## src/rtl/mmio_bus_controller.sv

```systemverilog
// Registered memory-mapped bus controller: base/mask decode, per-slave wait states,
// ready/error handshake. Optional error address capture: MMIO_ERR_CAPTURE_EN.
module mmio_bus_controller #(
  parameter int ADDR_W = 32,
  parameter int DATA_W = 32,
  parameter int N_SLV  = 3,
  parameter logic [N_SLV*ADDR_W-1:0] SLV_BASE = {32'h1001_0000, 32'h1001_0020, 32'h0040_0000},
  parameter logic [N_SLV*ADDR_W-1:0] SLV_MASK = {32'hFFFF_0000, 32'hFFFF_FFF0, 32'hFFFF_0000},
  parameter logic [N_SLV-1:0]        SLV_WORD = 3'b101,
  parameter logic [N_SLV*4-1:0]      WAIT_CYC = {4'd0, 4'd1, 4'd0}
) (
  input  logic                    clk,
  input  logic                    reset,
  input  logic                    cpu_req,
  input  logic                    cpu_we,
  input  logic                    cpu_re,
  input  logic [ADDR_W-1:0]       cpu_adr,
  input  logic [DATA_W-1:0]       cpu_wdata,
  output logic [DATA_W-1:0]       cpu_rdata,
  output logic                    cpu_ready,
  output logic                    cpu_err,
  output logic [N_SLV-1:0]        slv_sel,
  output logic                    slv_we,
  output logic [ADDR_W-1:0]       slv_adr,
  output logic [DATA_W-1:0]       slv_wdata,
  input  logic [N_SLV*DATA_W-1:0] slv_rdata
`ifdef MMIO_ERR_CAPTURE_EN
  ,
  output logic [ADDR_W-1:0]       err_adr,
  output logic                    err_sticky
`endif
);

  typedef enum logic [1:0] {
    ST_IDLE   = 2'b00,
    ST_ACCESS = 2'b01,
    ST_RESP   = 2'b10
  } state_t;

  state_t              state_q;
  logic [3:0]          wait_q;
  logic                we_q;
  logic [N_SLV-1:0]    slv_sel_q;
  logic                slv_we_q;
  logic [ADDR_W-1:0]   slv_adr_q;
  logic [DATA_W-1:0]   slv_wdata_q;
  logic [DATA_W-1:0]   cpu_rdata_q;
  logic                cpu_ready_q;
  logic                cpu_err_q;

  logic [N_SLV-1:0]    match_d;
  logic [N_SLV-1:0]    sel_d;
  logic                word_d;
  logic [ADDR_W-1:0]   mask_d;
  logic [3:0]          wait_d;
  logic [ADDR_W-1:0]   adr_d;
  logic                bad_d;
  logic [DATA_W-1:0]   rdata_d;

`ifdef MMIO_ERR_CAPTURE_EN
  logic [ADDR_W-1:0]   err_adr_q;
  logic                err_sticky_q;
`endif

  // Window decode with lowest-index priority, address translation and read-data mux
  always_comb begin
    match_d = '0;
    word_d  = 1'b0;
    mask_d  = '0;
    wait_d  = 4'd0;
    rdata_d = '0;
    for (int i = 0; i < N_SLV; i++) begin
      match_d[i] = ((cpu_adr & SLV_MASK[i*ADDR_W +: ADDR_W]) == SLV_BASE[i*ADDR_W +: ADDR_W]);
    end
    // isolate the lowest set bit so overlapping windows go to the lowest index
    sel_d = match_d & (~match_d + N_SLV'(1'b1));
    for (int i = 0; i < N_SLV; i++) begin
      word_d  = word_d | (sel_d[i] & SLV_WORD[i]);
      mask_d  = mask_d | ({ADDR_W{sel_d[i]}} & SLV_MASK[i*ADDR_W +: ADDR_W]);
      wait_d  = wait_d | ({4{sel_d[i]}} & WAIT_CYC[i*4 +: 4]);
      rdata_d = rdata_d | ({DATA_W{slv_sel_q[i]}} & slv_rdata[i*DATA_W +: DATA_W]);
    end
    adr_d = word_d ? ((cpu_adr & ~mask_d) >> 2'd2) : cpu_adr;
    bad_d = ~(|match_d) | (word_d & (cpu_adr[1:0] != 2'b00));
  end

  // Bus FSM with all outputs registered
  always_ff @(posedge clk) begin
    if (reset) begin
      state_q     <= ST_IDLE;
      wait_q      <= 4'd0;
      we_q        <= 1'b0;
      slv_sel_q   <= '0;
      slv_we_q    <= 1'b0;
      slv_adr_q   <= '0;
      slv_wdata_q <= '0;
      cpu_rdata_q <= '0;
      cpu_ready_q <= 1'b0;
      cpu_err_q   <= 1'b0;
`ifdef MMIO_ERR_CAPTURE_EN
      err_adr_q    <= '0;
      err_sticky_q <= 1'b0;
`endif
    end else begin
      case (state_q)
        ST_IDLE: begin
          cpu_ready_q <= 1'b0;
          cpu_err_q   <= 1'b0;
          cpu_rdata_q <= '0;
          if (cpu_req && (cpu_we || cpu_re)) begin
            if (bad_d) begin
              state_q     <= ST_RESP;
              cpu_ready_q <= 1'b1;
              cpu_err_q   <= 1'b1;
`ifdef MMIO_ERR_CAPTURE_EN
              err_adr_q    <= cpu_adr;
              err_sticky_q <= 1'b1;
`endif
            end else begin
              state_q     <= ST_ACCESS;
              we_q        <= cpu_we;
              wait_q      <= wait_d;
              slv_sel_q   <= sel_d;
              slv_adr_q   <= adr_d;
              slv_wdata_q <= cpu_wdata;
              slv_we_q    <= cpu_we && (wait_d == 4'd0);
            end
          end
        end
        ST_ACCESS: begin
          if (wait_q == 4'd0) begin
            state_q     <= ST_RESP;
            slv_sel_q   <= '0;
            slv_we_q    <= 1'b0;
            cpu_ready_q <= 1'b1;
            cpu_err_q   <= 1'b0;
            cpu_rdata_q <= we_q ? '0 : rdata_d;
          end else begin
            wait_q   <= wait_q - 4'd1;
            // strobe lands exactly on the cycle whose counter reads zero
            slv_we_q <= we_q && (wait_q == 4'd1);
          end
        end
        ST_RESP: begin
          state_q     <= ST_IDLE;
          cpu_ready_q <= 1'b0;
          cpu_err_q   <= 1'b0;
          cpu_rdata_q <= '0;
        end
        default: begin
          state_q     <= ST_IDLE;
          slv_sel_q   <= '0;
          slv_we_q    <= 1'b0;
          cpu_ready_q <= 1'b0;
          cpu_err_q   <= 1'b0;
          cpu_rdata_q <= '0;
        end
      endcase
    end
  end

  assign cpu_rdata = cpu_rdata_q;
  assign cpu_ready = cpu_ready_q;
  assign cpu_err   = cpu_err_q;
  assign slv_sel   = slv_sel_q;
  assign slv_we    = slv_we_q;
  assign slv_adr   = slv_adr_q;
  assign slv_wdata = slv_wdata_q;
`ifdef MMIO_ERR_CAPTURE_EN
  assign err_adr    = err_adr_q;
  assign err_sticky = err_sticky_q;
`endif

endmodule

```

## config.mk

```make
export PLATFORM = sky130hd
export DESIGN_NAME = mmio_bus_controller
export DESIGN_NICKNAME = d
export VERILOG_FILES = /design/src/rtl/mmio_bus_controller.sv
export SDC_FILE = /design/constraint.sdc
export NUM_CORES = 1
export LEC_CHECK = 0
export ABC_AREA = 1
export CELL_PAD_IN_SITES_DETAIL_PLACEMENT = 0
export CELL_PAD_IN_SITES_GLOBAL_PLACEMENT = 1
export CORE_MARGIN = 2
export CORE_UTILIZATION = 24
export DETAILED_ROUTE_END_ITERATION = 12
export GPL_TIMING_DRIVEN = 0
export MAX_ROUTING_LAYER = met4
export PLACE_DENSITY = 0.8
export SETUP_SLACK_MARGIN = 0.5
export SLEW_MARGIN = 20
export SYNTH_ARGS = -nofsm -noshare
export SYNTH_HDL_FRONTEND = slang
export SYNTH_SLANG_ARGS = --single-unit
```

## constraint.sdc

```tcl
create_clock -name clk -period 1.8 [get_ports clk]
set_clock_uncertainty 0.2 [all_clocks]
set_input_delay 0.27 -clock clk [delete_from_list [all_inputs] [get_ports clk]]
set_output_delay 0.27 -clock clk [all_outputs]
set_load 0.005 [all_outputs]
```

==> run metrics, run 1 <==
WL/cell 14.85 um; Worst R2R Start state_q[1]; dpl ws -0.7041 ns; TritonCTS clock tree built; Worst Path Arrival between 1.5 and 2 ns; drt via density 4.310; RSZ-0062 raised after global routing yes; syn nets between 900 and 1k; Met1 Routed Length just over 9 mm; cts hold-fix bufs 0; worst skew pair latency roughly 0.35 ns; Initial DRT Pass Iterations 4; Crit. End Element register; area delta synth->final 111.3%; Post-DP Area ~8400 um^2; Initial DRC Count 130; Core Region 21,150 um^2; Static Leak 5.278 nW; highest routed layer met4; All-Layer GR Usage a little under a fifth; crit-path cells buf_6, nor2_4, nand2_2, nor2_4, nand3_2, nand2_4, nand2_4, nand2_4, buf_12, nand3_4, clkbuf_16, nand2_4, a21oi_2; die width 151.1 um; routability congestion estimate from global placement between 0.7 and 0.8; Yosys warning count 0; DR WL met2 around 11 mm; Die ar. approximately 23,000 um^2; met3 wire length 1.657 mm; Crit. Startpoint cpu_adr[25]; Startpoint Class primary input; max cap viols 0; # clock sinks between 100 and 150; Primary FF master, synth dfxtp_1; count of input and output buffers 266; first-pass GRT wire length between 30 and 40 mm; most frequent cells after synthesis 300 x nand2_1, 109 x dfxtp_1, 102 x inv_1; number of remaining DRC errors 0; die height about 150 um; worst vdd ir slightly above 0.0004 V; top-area cell type share of the netlist area between 40% and 50%; Crit Path Max Fanout 7; Slew @ Worst Pin 0.7525 ns; fraction of registers with async set/reset 0%; vias 6,465; Antenna Violating Nets Remaining 0; initial antenna violation count 1; placed wire-length estimate around 15 mm; Max Buffers Root-to-Sink 2; sequential fraction of the synthesis area around 42%; largest net degree at the start of global routing 20; #FFs+latches synth ~110; cell with the most instances after synthesis nand2_1; Routed WL ~22 mm; worst rel slew slack between 40% and 50%; Critical Path RT 1.81 ns; clock period minus worst slack roughly 1.7 ns; H-tree levels 3; f_max slightly below 600 MHz; row count 53; fin crit share a little over nine tenths; Final Worst Setup Slack between 0.07 and 0.08 ns; Num CTS Buffers 9; EDFF count, synth 0; Layout Nets roughly 1.4k; IO Count 267; synthesized cell area roughly 5200 um^2; final hold vios 0; initial core utilization approximately 25%; Root Buffer Master clkbuf_16; power after layout approximately 0.0057 W; power per cell area about 520 nW/um^2; share of cells above drive strength 1 52.94%; HP Class primary input to register; hold_sp cpu_adr[16]; hold_ws 0.04009 ns; Unique masters post-synth 23; largest area contributor in the netlist dfxtp_1; vias in the first global route roughly 6.1k; status completed; Synth Area per Inst roughly 6.4 um^2; max incr delay on CP about 0.24 ns; Layout fillers between 2k and 2.5k; most used cell, CP nand2_4; Synth area leaders dfxtp_1 42%, nand2_1 22%, inv_1 7.4%; Final Cell Area 10,970 um^2; Setup CP Type primary input to register; Final Max Slew Viols 0; # setup viols final 0; gr ovfl total 0; Reg clk slew, reported paths roughly 0.080 ns; Gate Count Post-Synth between 800 and 900; Slowest cell on crit path clkbuf_16
-- power breakdown --
part / internal (W) / switching (W) / total [W]
Clock: 0.00111 / 0.00102 / 0.00212
Sequential: 0.00242 / 0.0000135 / 0.00243
Combinational: 0.000617 / 0.000486 / 0.00110
Total: 0.00414 / 0.00151 / 0.00566
-- area by class of cell --
type / count / area [um^2] / share of cell area [%]
inverters: 105 / 404.1 / 3.684
multi-input cells: 558 / 3408 / 31.07
clock inverters: 7 / 82.58 / 0.7527
diodes: 1 / 2.502 / 0.02281
clock buffers: 9 / 225.2 / 2.053
flip-flops and latches: 109 / 2316 / 21.11
well taps: 275 / 344.1 / 3.136
repair buffers: 394 / 3665 / 33.41
plain buffers: 42 / 523.0 / 4.767
-- metal layers --
layer | up-vias | global-route usage, %
met1 | 2944 | 20.54
met2 | 203 | 32.32
li1 | 3303 | -
met5 | - | -
met3 | 15 | 5.271
met4 | 0 | 4.673
-- cells in the final DEF, fill, tap and decap left out, drive strengths merged --
cell           instances
o21ai                 13
inv                  108
clkinvlp               1
a21oi                 51
xor2                   2
bufinv                 1
a22o                   5
nand4                  7
dlygate4sd2            3
nor2                  98
nand2                306
diode                  1
clkdlybuf4s50        134
dfxtp                109
ha                     2
clkinv                 2
clkbuf                91
buf                  217
nand3                 74
-- logic make-up after synthesis --
group / Yosys count / synth area share [%]
compound gates: 69 / 7.012
xor+xnor: 2 / 0.3374
fa+ha+maj: 2 / 0.4819
buf+inv: 147 / 11.47
flops: 109 / 42.02
simple gates: 484 / 38.67
-- registers in the layout, indices dropped and copies added, names as in the netlist --
name	cells
we_q	1
cpu_ready	1
wait_q	4
cpu_err	1
cpu_rdata	32
slv_sel	3
slv_wdata	32
slv_we	1
state_q	2
slv_adr	32
-- worst paths after layout --
kind / to / slack, ns / depth (start not counted)
setup / recovery: slv_adr[2] / 0.08 / 13
setup reg to reg: slv_adr[2] / 0.22 / 6
hold reg to reg: slv_adr[29] / 0.24 / 2
hold / removal: slv_adr[28] / 0.04 / 3
-- per-stage QoR --
step | util, % | instances | TNS [ns]
global placement | 39.63 | 1354 | -49.68
CTS | 46.75 | 1461 | 0
detailed placement | 39.63 | 1354 | -50.48
global route | 51.86 | 1500 | 0
floorplan | - | 813 | 0
finish | 51.86 | 1500 | 0
-- critical path: cells and delay by family --
family / cells / cell delay, ns
AOI/OAI and AO/OA: 1 / 0.04
buffers and inverters: 3 / 0.44
and+or+nand+nor: 9 / 0.97
-- timing repair --
action | in CTS | in global routing
hold endpoints to repair | 0 | 0
resized for setup | 491 | 494
pin swaps | 69 | 90
buffers inserted | 80 | 33
cloned | 11 | 5
endpoints found under the setup margin | 211 | 210
(Power assumes the default switching activity.)
==> run 2, diff against run 1 <==
--- a/config.mk
+++ b/config.mk
@@ -15,6 +15,7 @@
 export MAX_ROUTING_LAYER = met4
 export PLACE_DENSITY = 0.8
 export SETUP_SLACK_MARGIN = 0.5
+export SKIP_CTS_REPAIR_TIMING = 1
 export SLEW_MARGIN = 20
 export SYNTH_ARGS = -nofsm -noshare
 export SYNTH_HDL_FRONTEND = slang
==> run metrics, run 2 (same netlist as run 1, synthesis figures left out) <==
f_max 586.0 MHz (+1.1%); initial core utilization 24.55% (unchanged); placed wire-length estimate 14.89 mm (unchanged); Die ar. 22,830 um^2 (unchanged); Crit. Startpoint cpu_rdata[8]; HP Class primary input to register; R2R cell count 9 (+3); Reg clk slew, reported paths 0.08 ns (about the same); leading cell types in the layout, fill and taps excluded 250 x nand2_1, 181 x clkdlybuf4s50_1, 81 x inv_1, 67 x nor2_1, 56 x dfxtp_2; Startpoint Class register; Int Pwr 0.004085 W (-1.4%); All-Layer GR Usage 16.59% (-1.8 points); fin cells 1,434 (-4.4%); Max Buffers Root-to-Sink 2 (unchanged); H-tree levels 3 (unchanged); Slowest cell on crit path clkdlybuf4s50_1; reg-to-reg setup timing slack 0.20 ns (-0.02 ns); most common cell after layout, fill and taps aside nand2_1; Antenna Violating Nets Remaining 0 (unchanged); worst path bufs/invs 1 (-2); Root Buffer Master clkbuf_16; Crit. End Element primary output; gr ovfl total 0 (unchanged); Initial DRC Count 173 (+33%); worst skew pair latency 0.35 ns (about the same); switching part of the total 26.15% (-0.61 points); Seq pwr share 43.9% (+0.9 points); Static Leak 4.769 nW (-9.6%); Min-Delay Path Depth 3 (unchanged); Hold EP slv_adr[28]; max incr delay on CP 0.53 ns (+0.29 ns); cell family with most CP delay buffers and inverters; Final Cell Area 10,150 um^2 (-7.5%); Comb pwr share 17.9% (-1.6 points); share of cells above drive strength 1 35.23% (-18 points); Num CTS Buffers 9 (unchanged); Crit Path Max Fanout 2 (-5); Critical Path RT 1.33 ns (-0.48 ns); Routed WL 20.98 mm (-5.8%); first-pass GRT wire length 28.28 mm (-9.9%); drt via density 4.257 (-1.2%); TritonCTS clock tree built; Placed Cells 1,354 (unchanged); power per cell area 544.9 nW/um^2 (+5.6%); clock period minus worst slack 1.706 ns (-0.01799 ns); initial antenna violation count 1 (unchanged); RSZ-0062 raised after global routing yes; clock power share 38.1% (+0.6 points); Slew @ Worst Pin 0.7691 ns (+0.01658 ns); Worst R2R Start wait_q[0]; vias 6,104 (-5.6%); Core Region 21,150 um^2 (unchanged); # setup viols final 0 (unchanged); status completed; number of remaining DRC errors 0 (unchanged); reg-to-reg endpoint slv_sel[0]; worst rel slew slack 48.73% (-1.1 points); crit-path cells clkdlybuf4s50_1; max cap viols 0 (unchanged); hold_ws 0.05557 ns (+0.01548 ns); power after layout 0.005532 W (-2.3%); fin crit share 94.80% (-1.0 points); Setup CP Type register to primary output; die height 151.1 um (unchanged); Layout Nets 1,320 (-4.8%); Layout fillers 2,113 (+4.7%); Post-DP Area 8384 um^2 (unchanged); worst vdd ir 0.0003843 V (-6.2%); Final Max Slew Viols 0 (unchanged); vias in the first global route 5,390 (-11%); count of input and output buffers 266 (unchanged); Worst Path Arrival 1.24 ns (-0.50 ns); hold_sp cpu_adr[16]; area delta synth->final 95.52%; row count 53 (unchanged); routability congestion estimate from global placement 0.7864 (unchanged); WL/cell 14.63 um (-1.5%); final hold vios 0 (unchanged); Psw 0.001447 W (-4.5%); Worst path depth 1 (-12); largest net degree at the start of global routing 20 (unchanged); # clock sinks 109 (unchanged); Sum Neg Setup Slack 0 ns (unchanged); Initial DRT Pass Iterations 4 (unchanged); die width 151.1 um (unchanged); IO Count 267 (unchanged)
-- run 2: cell count changes in the layout (fill, tap and decap cells not counted), sizes merged --
cell and delta:
clkbuf -33, clkinv +1, buf -97, dlygate4sd2 -3
inv -1, clkdlybuf4s50 +47, dlymetal6s2s +20
-- run 2: cell type report --
class	instances	area (um^2)	share of cell area (%)
Timing Repair Buffer	328	3363	33.13
Multi-Input combinational cell	558	3064	30.18
Sequential cell	109	2256	22.22
Buffer	42	410.4	4.042
Inverter	105	404.1	3.981
Tap cell	275	344.1	3.389
Clock buffer	9	225.2	2.218
Clock inverter	7	82.58	0.8134
Antenna cell	1	2.502	0.02465
-- run 2: worst register-to-register path, delay by kind of cell (launching register included) --
family                   cells  cell delay [ns]
AO/OA/AOI/OAI                1             0.10
AND/OR/NAND/NOR              5             0.53
adder cells (fa/ha/maj)      1             0.15
buffers and inverters        2             0.18
flip-flops                   1             0.34
-- run 2: per-stage QoR --
| stage | setup slack [ns] | util [%] |
|---|---|---|
| floorplan | 0.1168 | - |
| global placement | -0.7090 | 39.63 |
| detailed placement | -0.7041 | 39.63 |
| CTS | -0.3210 | 41.09 |
| global route | 0.02026 | 47.99 |
| finish | 0.09356 | 47.99 |
-- run 2: routing by layer --
| metal | vias to the layer above | wire [um] | share of wire, % | track usage, % |
|---|---|---|---|---|
| met5 | - | 0 | 0 | - |
| met4 | 0 | 146 | 0.70 | 3.224 |
| met3 | 7 | 1812 | 8.6 | 5.392 |
| met2 | 195 | 10380 | 49 | 28.59 |
| met1 | 2741 | 8646 | 41 | 19.00 |
| li1 | 3161 | - | - | - |
-- run 2: power groups by stage --
stage          logic, W  clock network (W)  registers, W
3_3_place_gp   0.000789                  0       0.00249
2_1_floorplan  0.000288                  0       0.00249
5_1_grt         0.00107            0.00230       0.00243
6_report       0.000991            0.00211       0.00243
3_5_place_dp   0.000787                  0       0.00249
4_1_cts        0.000792            0.00221       0.00243
-- run 2: worst max path at each step --
stage                     to  slack (ns)
2_1_floorplan  slv_wdata[27]        0.12
3_3_place_gp      slv_sel[2]       -0.71
3_5_place_dp   slv_wdata[27]       -0.70
4_1_cts        slv_wdata[27]       -0.32
5_1_grt           slv_adr[9]        0.02
6_report        cpu_rdata[8]        0.09
==> run 3, diff against run 2 <==
--- a/config.mk
+++ b/config.mk
@@ -14,6 +14,7 @@
 export GPL_TIMING_DRIVEN = 0
 export MAX_ROUTING_LAYER = met4
 export PLACE_DENSITY = 0.8
+export REMOVE_ABC_BUFFERS = 1
 export SETUP_SLACK_MARGIN = 0.5
 export SKIP_CTS_REPAIR_TIMING = 1
 export SLEW_MARGIN = 20
==> run metrics, run 3 (same netlist as run 1, synthesis figures left out) <==
status completed; final hold vios 0 (unchanged); Num CTS Buffers 9 (unchanged); f_max 573.8 MHz (-2.1%); leading cell types in the layout, fill and taps excluded 257 x nand2_1, 204 x clkdlybuf4s50_1, 84 x inv_1, 77 x dfxtp_1, 75 x nor2_1; vias 6,138 (+0.56%); crit-path cells dlymetal6s2s_1, inv_2, nand2_2, nor2_2, nand2_2, nor2_4, nand2_8, nand2_8, nand2_4, nor2_4, clkbuf_16, nand2_2, a21oi_1; switching part of the total 26.41% (+0.26 points); area occupied by multi-input gates 3157 um^2 (+3.0%); power after layout 0.005362 W (-3.1%); TritonCTS clock tree built; number of remaining DRC errors 0 (unchanged); # setup viols final 0 (unchanged); Max Buffers Root-to-Sink 2 (unchanged); Critical Path RT 1.88 ns (+0.55 ns); Final Max Slew Viols 0 (unchanged); Initial DRT Pass Iterations 5 (+1); initial antenna violation count 0 (-1); Crit. End Element register; cell family with most CP delay simple AND/OR/NAND/NOR gates; Psw 0.001416 W (-2.1%); placed wire-length estimate 11.86 mm (-20%); Slowest cell on crit path clkbuf_16; vias in the first global route 5,302 (-1.6%); die height 151.1 um (unchanged); Root Buffer Master clkbuf_16; WL/cell 14.93 um (+2.0%); All-Layer GR Usage 14.45% (-2.1 points); ant diodes 0 (-1); Slew @ Worst Pin 0.4367 ns (-0.3324 ns); Seq pwr share 45.5% (+1.6 points); worst vdd ir 0.0004209 V (+9.5%); IO Count 267 (unchanged); Int Pwr 0.003946 W (-3.4%); Initial DRC Count 151 (-13%); Layout fillers 2,155 (+2.0%); gr ovfl total 0 (unchanged); worst path bufs/invs 3 (+2); Crit Path Max Fanout 7 (+5); max incr delay on CP 0.21 ns (-0.32 ns); RSZ-0062 raised after global routing yes; # clock sinks 109 (unchanged); Comb pwr share 17.7% (-0.2 points); area delta synth->final 88.70%; Worst path depth 13 (+12); initial core utilization 24.55% (unchanged); fin crit share 96.82% (+2.0 points); most common cell after layout, fill and taps aside nand2_1; R2R cell count 8 (-1); Routed WL 21.02 mm (+0.16%); Startpoint Class primary input; HP Class primary input to register; worst rel slew slack 70.89% (+22 points); Reg clk slew, reported paths 0.08 ns (about the same); share of cells above drive strength 1 26.83% (-8.4 points); Layout Nets 1,295 (-1.9%); die width 151.1 um (unchanged); Die ar. 22,830 um^2 (unchanged); H-tree levels 3 (unchanged); power per cell area 547.3 nW/um^2 (+0.43%); Worst Path Arrival 1.82 ns (+0.58 ns); most used cell, CP nand2_2; routability congestion estimate from global placement 0.7624 (-3.1%); clock period minus worst slack 1.743 ns (+0.03634 ns); count of input and output buffers 266 (unchanged); Min-Delay Path Depth 3 (unchanged); Antenna Violating Nets Remaining 0 (unchanged); clock power share 36.8% (-1.3 points); first-pass GRT wire length 25.55 mm (-9.6%); worst skew pair latency 0.35 ns (about the same); Core Region 21,150 um^2 (unchanged); register area 2232 um^2 (-1.1%); row count 53 (unchanged); Setup CP Type primary input to register; drt via density 4.359 (+2.4%); Layout Utilization 46.32% (-1.7 points); Static Leak 4.453 nW (-6.6%); largest net degree at the start of global routing 99 (+400%); max cap viols 0 (unchanged)
run 3: cell type report:
cell class / count / area share, %
timing repair buffer: 332 / 34.35
tap: 275 / 3.512
inverter: 105 / 4.227
multi-input combinational: 571 / 32.22
clock buffer: 11 / 2.477
clock inverter: 5 / 0.4342
sequential: 109 / 22.78
run 3: worst reg2reg max path, cell delays in order, from the launching register on:
cell,delay [ns]
dfxtp_2,0.34
inv_2,0.09
ha_4,0.16
nand3_4,0.10
buf_12,0.15
nor2_4,0.21
clkbuf_16,0.22
nand2_2,0.06
a21oi_1,0.11
run 3: power by group through the flow:
| stage | Sequential, W | Clock, W | Combinational (W) |
|---|---|---|---|
| 2_1_floorplan | 0.00251 | 0 | 0.000218 |
| 3_3_place_gp | 0.00253 | 0 | 0.000668 |
| 3_5_place_dp | 0.00253 | 0 | 0.000671 |
| 4_1_cts | 0.00248 | 0.00206 | 0.000675 |
| 5_1_grt | 0.00244 | 0.00215 | 0.00102 |
| 6_report | 0.00244 | 0.00197 | 0.000948 |
run 3: final timing paths:
kind | start | endpoint | slack (ns)
setup / recovery | cpu_adr[6] | slv_adr[9] | 0.06
hold / removal | cpu_adr[16] | slv_adr[28] | 0.04
setup reg to reg | wait_q[0] | cpu_rdata[7] | 0.12
hold reg to reg | cpu_rdata[31] | cpu_rdata[31] | 0.25
run 3: per-layer routing:
| metal | up-vias | part of all wire (%) | track usage (%) |
|---|---|---|---|
| li1 | 3141 | - | - |
| met1 | 2750 | 42 | 17.36 |
| met2 | 228 | 49 | 23.32 |
| met3 | 19 | 7.9 | 4.548 |
| met4 | 0 | 1.3 | 4.206 |
| met5 | - | 0 | - |
run 3: metrics by stage:
stage	cells	TNS [ns]	instance area [um^2]	hold slack, ns	worst slack [ns]
CTS	1329	-108.13	8319	0.2576	-1.206
global route	1408	-0.01465	9798	0.05650	-0.007769
detailed placement	1313	-131.24	8034	0.2451	-1.555
global placement	1312	-194.55	7998	0.2421	-2.656
finish	1408	0	9798	0.04315	0.05722
floorplan	771	-58.72	4991	0.1391	-1.060
